===== src/rtl/keypad_scan_n_if.sv =====
// Keypad pin and key-event bundle between the board matrix and the scanner.
// The master side is the scanner; the slave side is the matrix/consumer.
interface keypad_scan_n_if #(
  parameter int ROWS = 4,
  parameter int COLS = 4
);
  localparam int CW = $clog2(ROWS * COLS);

  logic [COLS-1:0] columna;
  logic [ROWS-1:0] fila;
  logic [CW:0]     key;
  logic            keypad_pressed;

  modport master (input columna, output fila, output key, output keypad_pressed);
  modport slave  (output columna, input fila, input key, input keypad_pressed);
endinterface


===== src/rtl/keypad_scan_n.sv =====
// Parametrised matrix keypad scanner: synchronised, debounced press/release, lowest-index
// priority. Define KEYPAD_REPEAT_EN to add auto-repeat strobes while a key stays held.
module keypad_scan_n #(
  parameter int ROWS          = 4,
  parameter int COLS          = 4,
  parameter int SCAN_DIV      = 1000,
  parameter int DEB_CYCLES    = 20000,
  parameter int REPEAT_DELAY  = 25000000,
  parameter int REPEAT_PERIOD = 5000000
) (
  input logic             clk,
  input logic             rst_n,
  keypad_scan_n_if.master kp
);
  localparam int CW  = $clog2(ROWS * COLS);
  localparam int RW  = $clog2(ROWS);
  localparam int CCW = $clog2(COLS);
  localparam int SW  = $clog2(SCAN_DIV);
  localparam int DW  = $clog2(DEB_CYCLES + 1);
  localparam logic [RW-1:0] ROW_LAST = RW'(ROWS - 1);
  localparam logic [SW-1:0] DIV_LAST = SW'(SCAN_DIV - 1);
  localparam logic [DW-1:0] DEB_LAST = DW'(DEB_CYCLES - 1);

  if (ROWS < 2 || ROWS > 8 || COLS < 2 || COLS > 8 || SCAN_DIV < 4 || DEB_CYCLES < 2 ||
      REPEAT_DELAY < 1 || REPEAT_PERIOD < 2) begin : g_param_check
    $error("keypad_scan_n: parameter out of range");
  end

  typedef enum logic [1:0] {SCAN, DEB_PRESS, HELD, DEB_REL} state_t;

  state_t          state, state_nxt;
  logic [COLS-1:0] sync1, sync2, col_s;
  logic [RW-1:0]   row, row_nxt, next_row;
  logic [SW-1:0]   div_cnt, div_nxt;
  logic [DW-1:0]   deb_cnt, deb_nxt;
  logic [CCW-1:0]  lat_col, lat_col_nxt, low_col;
  logic [COLS-1:0] lat_pat, lat_pat_nxt;
  logic            key_held, key_held_nxt;
  logic [CW-1:0]   key_code, key_code_nxt;
  logic            pressed, pressed_nxt;
  logic            any_low;
`ifdef KEYPAD_REPEAT_EN
  localparam logic [31:0] REP_D = 32'(REPEAT_DELAY);
  localparam logic [31:0] REP_P = 32'(REPEAT_PERIOD);
  logic [31:0] rep_cnt, rep_cnt_nxt, rep_tgt, rep_tgt_nxt;
`endif

  assign col_s    = sync2;
  assign next_row = (row == ROW_LAST) ? '0 : row + RW'(1);

  always_comb begin
    any_low = 1'b0;
    low_col = '0;
    for (int unsigned i = 0; i < COLS; i++) begin
      if (!col_s[CCW'(i)] && !any_low) begin
        any_low = 1'b1;
        low_col = CCW'(i);
      end
    end
  end

  always_comb begin
    state_nxt    = state;
    row_nxt      = row;
    div_nxt      = div_cnt;
    deb_nxt      = deb_cnt;
    lat_col_nxt  = lat_col;
    lat_pat_nxt  = lat_pat;
    key_held_nxt = key_held;
    key_code_nxt = key_code;
    pressed_nxt  = 1'b0;
    case (state)
      SCAN: begin
        if (div_cnt == DIV_LAST) begin
          div_nxt = '0;
          if (any_low) begin
            state_nxt   = DEB_PRESS;
            lat_col_nxt = low_col;
            lat_pat_nxt = col_s;
            deb_nxt     = '0;
          end else begin
            row_nxt = next_row;
          end
        end else begin
          div_nxt = div_cnt + SW'(1);
        end
      end
      DEB_PRESS: begin
        if (!col_s[lat_col] && (col_s == lat_pat)) begin
          if (deb_cnt == DEB_LAST) begin
            state_nxt    = HELD;
            key_held_nxt = 1'b1;
            key_code_nxt = CW'(int'(row) * COLS + int'(lat_col));
            pressed_nxt  = 1'b1;
            deb_nxt      = '0;
          end else begin
            deb_nxt = deb_cnt + DW'(1);
          end
        end else begin
          state_nxt = SCAN;
          row_nxt   = next_row;
          div_nxt   = '0;
        end
      end
      HELD: begin
        if (col_s[lat_col]) begin
          state_nxt = DEB_REL;
          deb_nxt   = '0;
        end
      end
      DEB_REL: begin
        if (col_s[lat_col]) begin
          if (deb_cnt == DEB_LAST) begin
            state_nxt    = SCAN;
            key_held_nxt = 1'b0;
            row_nxt      = next_row;
            div_nxt      = '0;
          end else begin
            deb_nxt = deb_cnt + DW'(1);
          end
        end else begin
          state_nxt = HELD;
        end
      end
      default: state_nxt = SCAN;
    endcase
`ifdef KEYPAD_REPEAT_EN
    // Counter runs through DEB_REL bounces; a repeat due during DEB_REL fires on return to HELD.
    rep_cnt_nxt = rep_cnt;
    rep_tgt_nxt = rep_tgt;
    if (state == HELD || state == DEB_REL) begin
      rep_cnt_nxt = rep_cnt + 32'd1;
      if (state == HELD && (rep_cnt + 32'd1 >= rep_tgt)) begin
        pressed_nxt = 1'b1;
        rep_cnt_nxt = '0;
        rep_tgt_nxt = REP_P;
      end
    end else begin
      rep_cnt_nxt = '0;
      rep_tgt_nxt = REP_D;
    end
`endif
  end

  always_ff @(posedge clk or negedge rst_n) begin
    if (!rst_n) begin
      sync1    <= '1;
      sync2    <= '1;
      state    <= SCAN;
      row      <= '0;
      div_cnt  <= '0;
      deb_cnt  <= '0;
      lat_col  <= '0;
      lat_pat  <= '1;
      key_held <= 1'b0;
      key_code <= '0;
      pressed  <= 1'b0;
`ifdef KEYPAD_REPEAT_EN
      rep_cnt  <= '0;
      rep_tgt  <= REP_D;
`endif
    end else begin
      sync1    <= kp.columna;
      sync2    <= sync1;
      state    <= state_nxt;
      row      <= row_nxt;
      div_cnt  <= div_nxt;
      deb_cnt  <= deb_nxt;
      lat_col  <= lat_col_nxt;
      lat_pat  <= lat_pat_nxt;
      key_held <= key_held_nxt;
      key_code <= key_code_nxt;
      pressed  <= pressed_nxt;
`ifdef KEYPAD_REPEAT_EN
      rep_cnt  <= rep_cnt_nxt;
      rep_tgt  <= rep_tgt_nxt;
`endif
    end
  end

  assign kp.fila           = ~(ROWS'(1) << row);
  assign kp.key            = {key_held, key_code};
  assign kp.keypad_pressed = pressed;
endmodule


===== src/flat_wrapper.sv =====
// flat-port wrapper written by rule: the top's interface ports become plain ports
module keypad_scan_n_flat 
#(
  parameter int ROWS          = 4,
  parameter int COLS          = 4,
  parameter int SCAN_DIV      = 1000,
  parameter int DEB_CYCLES    = 20000,
  parameter int REPEAT_DELAY  = 25000000,
  parameter int REPEAT_PERIOD = 5000000
)
  (clk, rst_n, kp_columna, kp_fila, kp_key, kp_keypad_pressed);
  keypad_scan_n_if #(.ROWS(ROWS), .COLS(COLS)) kp_i ();
  input logic clk;
  input logic rst_n;
  input wire logic [$bits(kp_i.columna)-1:0] kp_columna;
  output wire logic [$bits(kp_i.fila)-1:0] kp_fila;
  output wire logic [$bits(kp_i.key)-1:0] kp_key;
  output wire logic [$bits(kp_i.keypad_pressed)-1:0] kp_keypad_pressed;
  assign kp_i.columna = kp_columna;
  assign kp_fila = kp_i.fila;
  assign kp_key = kp_i.key;
  assign kp_keypad_pressed = kp_i.keypad_pressed;
  keypad_scan_n #(.ROWS(ROWS), .COLS(COLS), .SCAN_DIV(SCAN_DIV), .DEB_CYCLES(DEB_CYCLES), .REPEAT_DELAY(REPEAT_DELAY), .REPEAT_PERIOD(REPEAT_PERIOD)) u_core (.clk(clk), .rst_n(rst_n), .kp(kp_i));
endmodule

===== config.mk =====
export PLATFORM = sky130hd
export DESIGN_NAME = keypad_scan_n_flat
export DESIGN_NICKNAME = d
export VERILOG_FILES = /design/src/rtl/keypad_scan_n_if.sv /design/src/rtl/keypad_scan_n.sv /design/src/flat_wrapper.sv
export SDC_FILE = /design/constraint.sdc
export NUM_CORES = 1
export LEC_CHECK = 0
export ABC_AREA = 1
export BUFFER_PORTS_ARGS = -buffer_cell sky130_fd_sc_hd__buf_2
export CORE_MARGIN = 1.5
export CORE_UTILIZATION = 55
export CTS_CLUSTER_DIAMETER = 150
export DETAILED_ROUTE_END_ITERATION = 10
export GPL_TIMING_DRIVEN = 0
export PLACE_DENSITY_LB_ADDON = 0.2
export SYNTH_ARGS = -nofsm -noshare
export SYNTH_HDL_FRONTEND = slang
export SYNTH_SLANG_ARGS = --single-unit

===== constraint.sdc =====
create_clock -name clk -period 1.8 [get_ports clk]
set_input_delay 0.09 -clock clk [delete_from_list [all_inputs] [get_ports clk]]
set_output_delay 0.09 -clock clk [all_outputs]
set_load 0.02 [all_outputs]

==> qor.csv, run 1 <==
stage;metric;value;unit
outcome;status;finished, violations left;
outcome;violations;negative hold slack;
global_routing;grt_usage;22.79;%
clock_tree;path_clk_slew;0.10;ns
finish;drive_above_1_share;27.13;%
critical_path;cp-end-kind;flop;
placed_design;gp_congestion;0.9108;
critical_path;crit_required;2.00;ns
clock_tree;clk_path_buf_depth;2;
critical_path;slowest_delay;0.44;ns
routing;post_drt_wl_per_cell;12.82;µm
critical_path;path_cells;ha_4 > nand2_4 > nor2_4 > nand3_4 > o21ai_4 > nand2_2 > nor2_8 > buf_12 > o21ai_1;
pwr;p_leak;0.001710;µW
clock_tree;clk_latency;0.31;ns
floorplanning;core;5439;µm²
hold_path;hold_path.class;primary input to asynchronous set/reset pin;
timing;layout_setup_ws;0.04504;ns
yosys;synth-async-reset-ratio;100.0;%
yosys;synth_top_area_share;30.12;%
placed_design;io_buffer_count;15;
yosys;synth-seq-area-share;40.37;%
yosys;yosys.area.top_type;dfrtp_1;
finish;diodes;0;
timing;max_freq;569.8;MHz
routing;viasPerCell;5.365;
yosys;syn_avg_cell_area;7.553;µm²
finish;seqCellArea;1241;µm²
yosys;synthTopCellsByCount;130 x nand2_1, 42 x inv_1, 37 x dfrtp_1;
critical_path;arrival;1.95;ns
routing;drcViolationCount;0;
routing;ant_nets;0;
yosys;syn_nets;419;
yosys;synthFlopType;dfrtp_1;
placed_design;dp_hpwl;4474;µm
floorplanning;die_h;77.76;µm
floorplanning;start_util;56.52;%
timing;tns;0;ns
pwr;max-vdd-ir-drop;0.0003313;V
finish;areaGrowthSynthToFinish;16.97;%
clock_tree;cts_max_level;2;
timing;worstMarginPinSlew;1.077;ns
yosys;yosys-top-cells-area;dfrtp_1 30%, nand2_1 16%, dfstp_2 10%;
finish;multi_input_area;1668;µm²
critical_path;criticalPathCategory;flop to flop;
yosys;synth_edf_count;0;
finish;fillers;463;
global_routing;grt_antenna_before_repair;0;
routing;first_iter_violations;157;
timing;setup_viol_count_final;0;
finish;finalNetCount;457;
floorplanning;io_pins;16;
clock_tree;clkSinkCount;49;
job;cap_violations;0;
clock_tree;numCtsBuffers;5;
global_routing;grt_pass1_vias;2528;
routing;via_count;2779;
timing;rsz0062_at_grt;yes;
clock_tree;root_buffer;clkbuf_8;
pwr;pwr_density_cell;540.5;nW/µm²
timing;min_period;1.755;ns
global_routing;grt_start_max_net_pins;50;
critical_path;cp_slowest_cell;dfrtp_1;
floorplanning;core.rowCount;27;
clock_tree;cts_tree;yes;
routing;finalWirelength;6642;µm
placed_design;preCtsSetupSlack;-0.04701;ns
timing;period_share;97.50;%
yosys;ys_warn_count;0;
critical_path;cp_max_fo;10;
timing;clock_skew;0.008302;ns
yosys;synth_cell_types;31;
critical_path;start_kind;flop;
yosys;yosysMostFrequentCell;nand2_1;
timing;max_slew_margin;28.19;%
global_routing;grt_pass1_wl;11140;µm
floorplanning;die_w;77.76;µm
yosys;synth_area;3074;µm²
yosys;synth_seq_cells;49;
timing;slew_violations;0;
routing;drt_pass1_iterations;4;
timing;finalHoldWorstSlack;-0.03013;ns
yosys;postSynthCellCount;407;
floorplanning;dieArea;6047;µm²
global_routing;grt-ovfl-total;0;
timing;hold_viol;37;
[layer usage]
metal  up-vias  global-route usage (%)  wire (µm)
met4         0                   7.455         74
li1       1394                       -          -
met1      1287                   30.62       2956
met2        90                   37.22       3213
met3         8                   3.882        397
met5         -                       0          0
[worst paths after layout]
check                                               from                              to  slack [ns]  cells past startpoint
max in group asynchronous                          rst_n   u_core.deb_cnt[0]$_DFFE_PN0P_        1.17                      1
min reg2reg                    u_core.sync1[1]$_DFF_PN1_       u_core.col_s[1]$_DFF_PN1_        0.36                      0
min in group clk               u_core.sync1[1]$_DFF_PN1_       u_core.col_s[1]$_DFF_PN1_        0.36                      0
max                        u_core.div_cnt[0]$_DFFE_PN0P_  u_core.deb_cnt[12]$_DFFE_PN0P_        0.05                      9
min                                                rst_n   u_core.div_cnt[5]$_DFFE_PN0P_       -0.03                      1
max reg2reg                u_core.div_cnt[0]$_DFFE_PN0P_  u_core.deb_cnt[12]$_DFFE_PN0P_        0.05                      9
[kinds of logic (layout without fill, tap and decap cells)]
family	after synthesis	in the layout	synth area share (%)
AOI/OAI and AO/OA	46	46	9.890
xor gates and xnor gates	5	5	1.424
adders and majority gates	6	6	2.442
buffers and inverters	60	99	8.954
DFF	49	49	40.37
and+or+nand+nor	241	241	36.92
[stage by stage]
stage / area, µm² / total power [µW] / std cells / util, %
6_report: 3596 / 1944 / 518 / 66.11
5_1_grt: 3596 / 2012 / 518 / 66.11
4_1_cts: 3413 / 1975 / 509 / 62.76
3_5_place_dp: 3239 / 1199 / 494 / 59.56
3_3_place_gp: 3239 / 1198 / 494 / 59.56
2_1_floorplan: 3074 / 1166 / 407 / -
[power breakdown]
group          leakage (µW)  switching [µW]  internal (µW)  total [µW]
clock network     0.0000569             397            362         759
logic               0.00103            41.9           17.9        59.8
registers          0.000628            7.37           1120        1120
total               0.00171             447           1500        1940
[sequential cells by signal, indices dropped and copies added, names as in the netlist, 2 cells and up]
signal	cells
u_core.col_s	4
u_core.div_cnt	10
u_core.lat_col	2
u_core.lat_pat	4
u_core.key_code	4
u_core.row	2
u_core.state	2
u_core.sync1	4
u_core.deb_cnt	15
[worst max-delay path, delay by kind of cell, from the launching register on]
kind / cells / cell delay [ns]
AOI/OAI and AO/OA: 2 / 0.27
DFF: 1 / 0.44
buffers and inverters: 1 / 0.16
and+or+nand+nor: 5 / 0.58
adders and majority gates: 1 / 0.18
[placed cells by master (no fill, tap or decap), drive strengths merged]
cell and count:
nand3 34, nor3 8, clkbuf 6, o21ai 35, ha 6, o211ai 1, or2 1, nand4 19
clkinv 1, buf 35, a21oi 7, inv 53, nand2 142, nand3b 1, dlygate4sd3 4, o21bai 3
dfrtp 37, xor2 5, dfstp 12, nor2 36
[layout make-up]
class,count,share of cell area [%]
clock buffer,6,2.610
clock inverter,2,0.4175
sequential,49,34.52
inverter,52,5.428
buffer,8,2.331
timing repair buffer,31,5.811
tap,72,2.505
multi-input combinational,298,46.38
[timing repair]
item | 4_1_cts | 5_1_grt
setup endpoints to repair | 17 | 36
buffers inserted | 3 | 8
pin swaps | 2 | 13
cloned | 0 | 1
endpoints found under the hold margin | 4 | 0
hold buffers | 4 | 0
resized for setup | 1 | 33
(Power assumes the default switching activity.)
==> run 2, diff against run 1 <==
--- a/config.mk
+++ b/config.mk
@@ -5,13 +5,12 @@
 export SDC_FILE = /design/constraint.sdc
 export NUM_CORES = 1
 export LEC_CHECK = 0
-export ABC_AREA = 1
 export BUFFER_PORTS_ARGS = -buffer_cell sky130_fd_sc_hd__buf_2
 export CORE_MARGIN = 1.5
 export CORE_UTILIZATION = 55
 export CTS_CLUSTER_DIAMETER = 150
 export DETAILED_ROUTE_END_ITERATION = 10
-export GPL_TIMING_DRIVEN = 0
+export GPL_TIMING_DRIVEN = 1
 export PLACE_DENSITY_LB_ADDON = 0.2
 export SYNTH_ARGS = -nofsm -noshare
 export SYNTH_HDL_FRONTEND = slang
==> run 2 against run 1 <==
The flow finishes with violations (negative setup slack). Non-clock buffer count rose by 55. Clock power grew 11%. Critical path depth is 3 lower. Utilization is 11 points higher. Combinational power is 41% higher. Register-to-register slack got worse by 0.45 ns. Sequential power about the same. Die area shrank 12%. Routed wire length grew 2.9%. Cell area rose by 1.3%. Largest power group unchanged. Sequential share of layout area fell by 0.43 points. Global-route usage up 5.0 points.
==> qor.csv, run 2 <==
stage;metric;value;unit;change
global_routing;grt_antenna_before_repair;0;;unchanged
critical_path;reg2regPathDepth;6;;-3
global_routing;grt_start_max_net_pins;26;;-48%
timing;max_slew_margin;74.83;%;+47 points
floorplanning;io_pins;16;;unchanged
critical_path;crit_required;2.03;ns;+0.03 ns
hold_path;hold_path.class;primary input to asynchronous set/reset pin;;
global_routing;grt_pass1_vias;2392;;-5.4%
timing;min_period;2.208;ns;+0.4528 ns
finish;diodes;0;;unchanged
yosys;synth-async-reset-ratio;100.0;%;unchanged
clock_tree;root_buffer;clkbuf_8;;
critical_path;arrival;2.44;ns;+0.49 ns
routing;ant_nets;0;;unchanged
timing;period_share;122.7;%;+25 points
finish;top_register;u_core.deb_cnt;;
routing;drt-met1-wl;2819;µm;-4.6%
outcome;status;finished, violations left;;
placed_design;dp_hpwl;4871;µm;+8.9%
global_routing;grt-ovfl-total;0;;unchanged
timing;max_freq;453.0;MHz;-21%
clock_tree;clk_path_buf_depth;2;;unchanged
job;cap_violations;0;;unchanged
timing;slew_violations;0;;unchanged
routing;top_layer_used;met4;;
placed_design;io_buffer_count;15;;unchanged
pwr;p_leak;0.001674;µW;-2.1%
placed_design;preCtsSetupSlack;-0.4090;ns;-0.3619 ns
yosys;synthFlopType;dfrtp_1;;
critical_path;r2r_start;u_core.deb_cnt[6]$_DFFE_PN0P_;;
floorplanning;dieArea;5329;µm²;-12%
timing;clock_skew;0.01045;ns;+0.002151 ns
yosys;yosys.area.top_type;dfrtp_1;;
yosys;synth_area;2695;µm²;-12%
critical_path;reg2reg_to;u_core.deb_cnt[3]$_DFFE_PN0P_;;
routing;finalWirelength;6832;µm;+2.9%
yosys;ys_warn_count;0;;unchanged
yosys;synth_edf_count;0;;unchanged
floorplanning;die_h;73;µm;-6.1%
routing;met3WireLength;306;µm;-23%
clock_tree;clkSinkCount;49;;unchanged
finish;final_util;77.09;%;+11 points
yosys;yosys-top-cells-area;dfrtp_1 34%, dfstp_2 12%, nand2_1 3.6%;;
timing;layout_setup_ws;-0.4077;ns;-0.4528 ns
critical_path;start_kind;flop;;
finish;final_common_cell;buf_4;;
routing;drt_pass1_iterations;4;;unchanged
yosys;synth_top_area_share;34.35;%;+4.2 points
finish;largest_reg_flops;15;;unchanged
timing;setup_viol_count_final;35;;+35
placed_design;gp_congestion;0.8866;;-2.7%
pwr;p_total;2052;µW;+5.6%
global_routing;grt_pass1_wl;11280;µm;+1.3%
yosys;synth_seq_cells;49;;unchanged
routing;via_count;2468;;-11%
clock_tree;path_clk_slew;0.09;ns;about the same
timing;rsz0062_at_grt;yes;;
floorplanning;core;4723;µm²;-13%
clock_tree;numCtsBuffers;5;;unchanged
global_routing;grt_usage;27.82;%;+5.0 points
outcome;violations;negative setup slack;;
finish;final_cell_mix;66 x buf_4, 37 x dfrtp_1, 26 x nand2_1;;
routing;viasPerCell;5.835;;+8.8%
finish;drive_above_1_share;39.61;%;+12 points
clock_tree;cts_max_level;2;;unchanged
yosys;syn_avg_cell_area;10.06;µm²;+33%
finish;fillers;322;;-30%
routing;wl_met2;3601;µm;+12%
timing;hold_viol;0;;-100%
floorplanning;start_util;57.06;%;+0.54 points
finish;areaGrowthSynthToFinish;35.10;%;
routing;first_iter_violations;168;;+7.0%
critical_path;reg2reg_slack;-0.41;ns;-0.45 ns
floorplanning;die_w;73;µm;-6.1%
routing;post_drt_wl_per_cell;16.15;µm;+26%
finish;finalNetCount;367;;-20%
pwr;pwr_density_cell;563.5;nW/µm²;+4.3%
yosys;syn_nets;280;;-33%
yosys;synthTopCellsByCount;37 x dfrtp_1, 26 x nand2_1, 17 x a21oi_1;;
floorplanning;core.rowCount;25;;-7.4%
yosys;synth-seq-area-share;46.05;%;+5.7 points
critical_path;criticalPathCategory;flop to flop;;
yosys;postSynthCellCount;268;;-34%
timing;tns;-11.68;ns;-11.68 ns
timing;worstMarginPinSlew;0.3741;ns;-0.7031 ns
clock_tree;cts_tree;yes;;
critical_path;cp-end-kind;flop;;
finish;largestRegisters;u_core.deb_cnt x15, u_core.div_cnt x10;;
routing;drcViolationCount;0;;unchanged
critical_path;cp_max_fo;25;;+15
clock_tree;clk_latency;0.31;ns;about the same
yosys;yosysMostFrequentCell;dfrtp_1;;
yosys;synth_cell_types;56;;+81%
pwr;max-vdd-ir-drop;0.0004883;V;+47%
## run 2: cell types whose count changed in the layout (fill, tap and decap cells not counted), moves of 11 or more
cell | before | now
buf_4 | 15 | 66
nand2_1 | 126 | 26
nand3_1 | 27 | 13
inv_1 | 42 | 10
nand2_2 | 12 | 1
nor2_1 | 25 | 9
## run 2: per-layer routing
layer	up-vias	track usage, %
met3	13	4.834
met4	0	9.853
met5	-	0
li1	1187	-
met2	90	48.18
met1	1178	34.72
## run 2: where the power goes
group          switching [µW]  internal, µW
Sequential               6.54          1120
Clock                     395           448
Combinational            47.5          36.9
## run 2: how the worst max path moves through the flow
stage | from | end | slack, ns | cells after the start
floorplan | u_core.deb_cnt[6]$_DFFE_PN0P_ | u_core.deb_cnt[10]$_DFFE_PN0P_ | -0.41 | 7
global placement | u_core.deb_cnt[6]$_DFFE_PN0P_ | u_core.row[1]$_DFFE_PN0P_ | -0.39 | 5
detailed placement | u_core.deb_cnt[6]$_DFFE_PN0P_ | u_core.row[0]$_DFFE_PN0P_ | -0.41 | 6
CTS | u_core.deb_cnt[6]$_DFFE_PN0P_ | u_core.row[0]$_DFFE_PN0P_ | -0.39 | 6
global route | u_core.deb_cnt[6]$_DFFE_PN0P_ | u_core.div_cnt[6]$_DFFE_PN0P_ | -0.48 | 6
finish | u_core.deb_cnt[6]$_DFFE_PN0P_ | u_core.deb_cnt[3]$_DFFE_PN0P_ | -0.41 | 6
## run 2: kinds of logic after synthesis
| family | count (synthesis) | synth area share, % |
|---|---|---|
| adders and majority gates | 6 | 2.785 |
| buffers and inverters | 24 | 5.246 |
| and+or+nand+nor | 106 | 22.89 |
| AOI/OAI and AO/OA | 65 | 15.74 |
| xor gates and xnor gates | 4 | 1.300 |
| muxes | 14 | 5.989 |
| DFF | 49 | 46.05 |
## run 2: layout make-up
class	instances	area [µm²]	share of cell area, %
clock buffer	7	118.9	3.265
clock inverter	1	8.758	0.2405
inverter	10	37.54	1.031
multi-input combinational	195	1423	39.07
sequential	49	1241	34.09
tap	67	83.83	2.302
timing repair buffer	94	728.2	20.00
## run 2: stage by stage
stage	hold slack [ns]	cell area, µm²	instances
after floorplan	-0.2056	2711	268
after global placement	0.01301	3328	408
after detailed placement	0.01681	3328	408
after CTS	0.2139	3558	422
after global routing	0.2443	3641	423
final	0.2149	3641	423
## run 2: worst max-delay path, stage by stage (launching register included)
cell and delay [ns]:
dfrtp_1 0.38, or4b_4 0.54, or4_4 0.59, a21oi_4 0.18
buf_12 0.18, o31ai_1 0.10, a21oi_1 0.16
## run 2: repair_timing
action | CTS | global route
resized for setup | 15 | 14
pin swaps | 2 | 3
buffers inserted | 1 | 1
setup endpoints to repair | 41 | 37
hold buffers | 5 | 0
hold endpoints to repair | 16 | 0
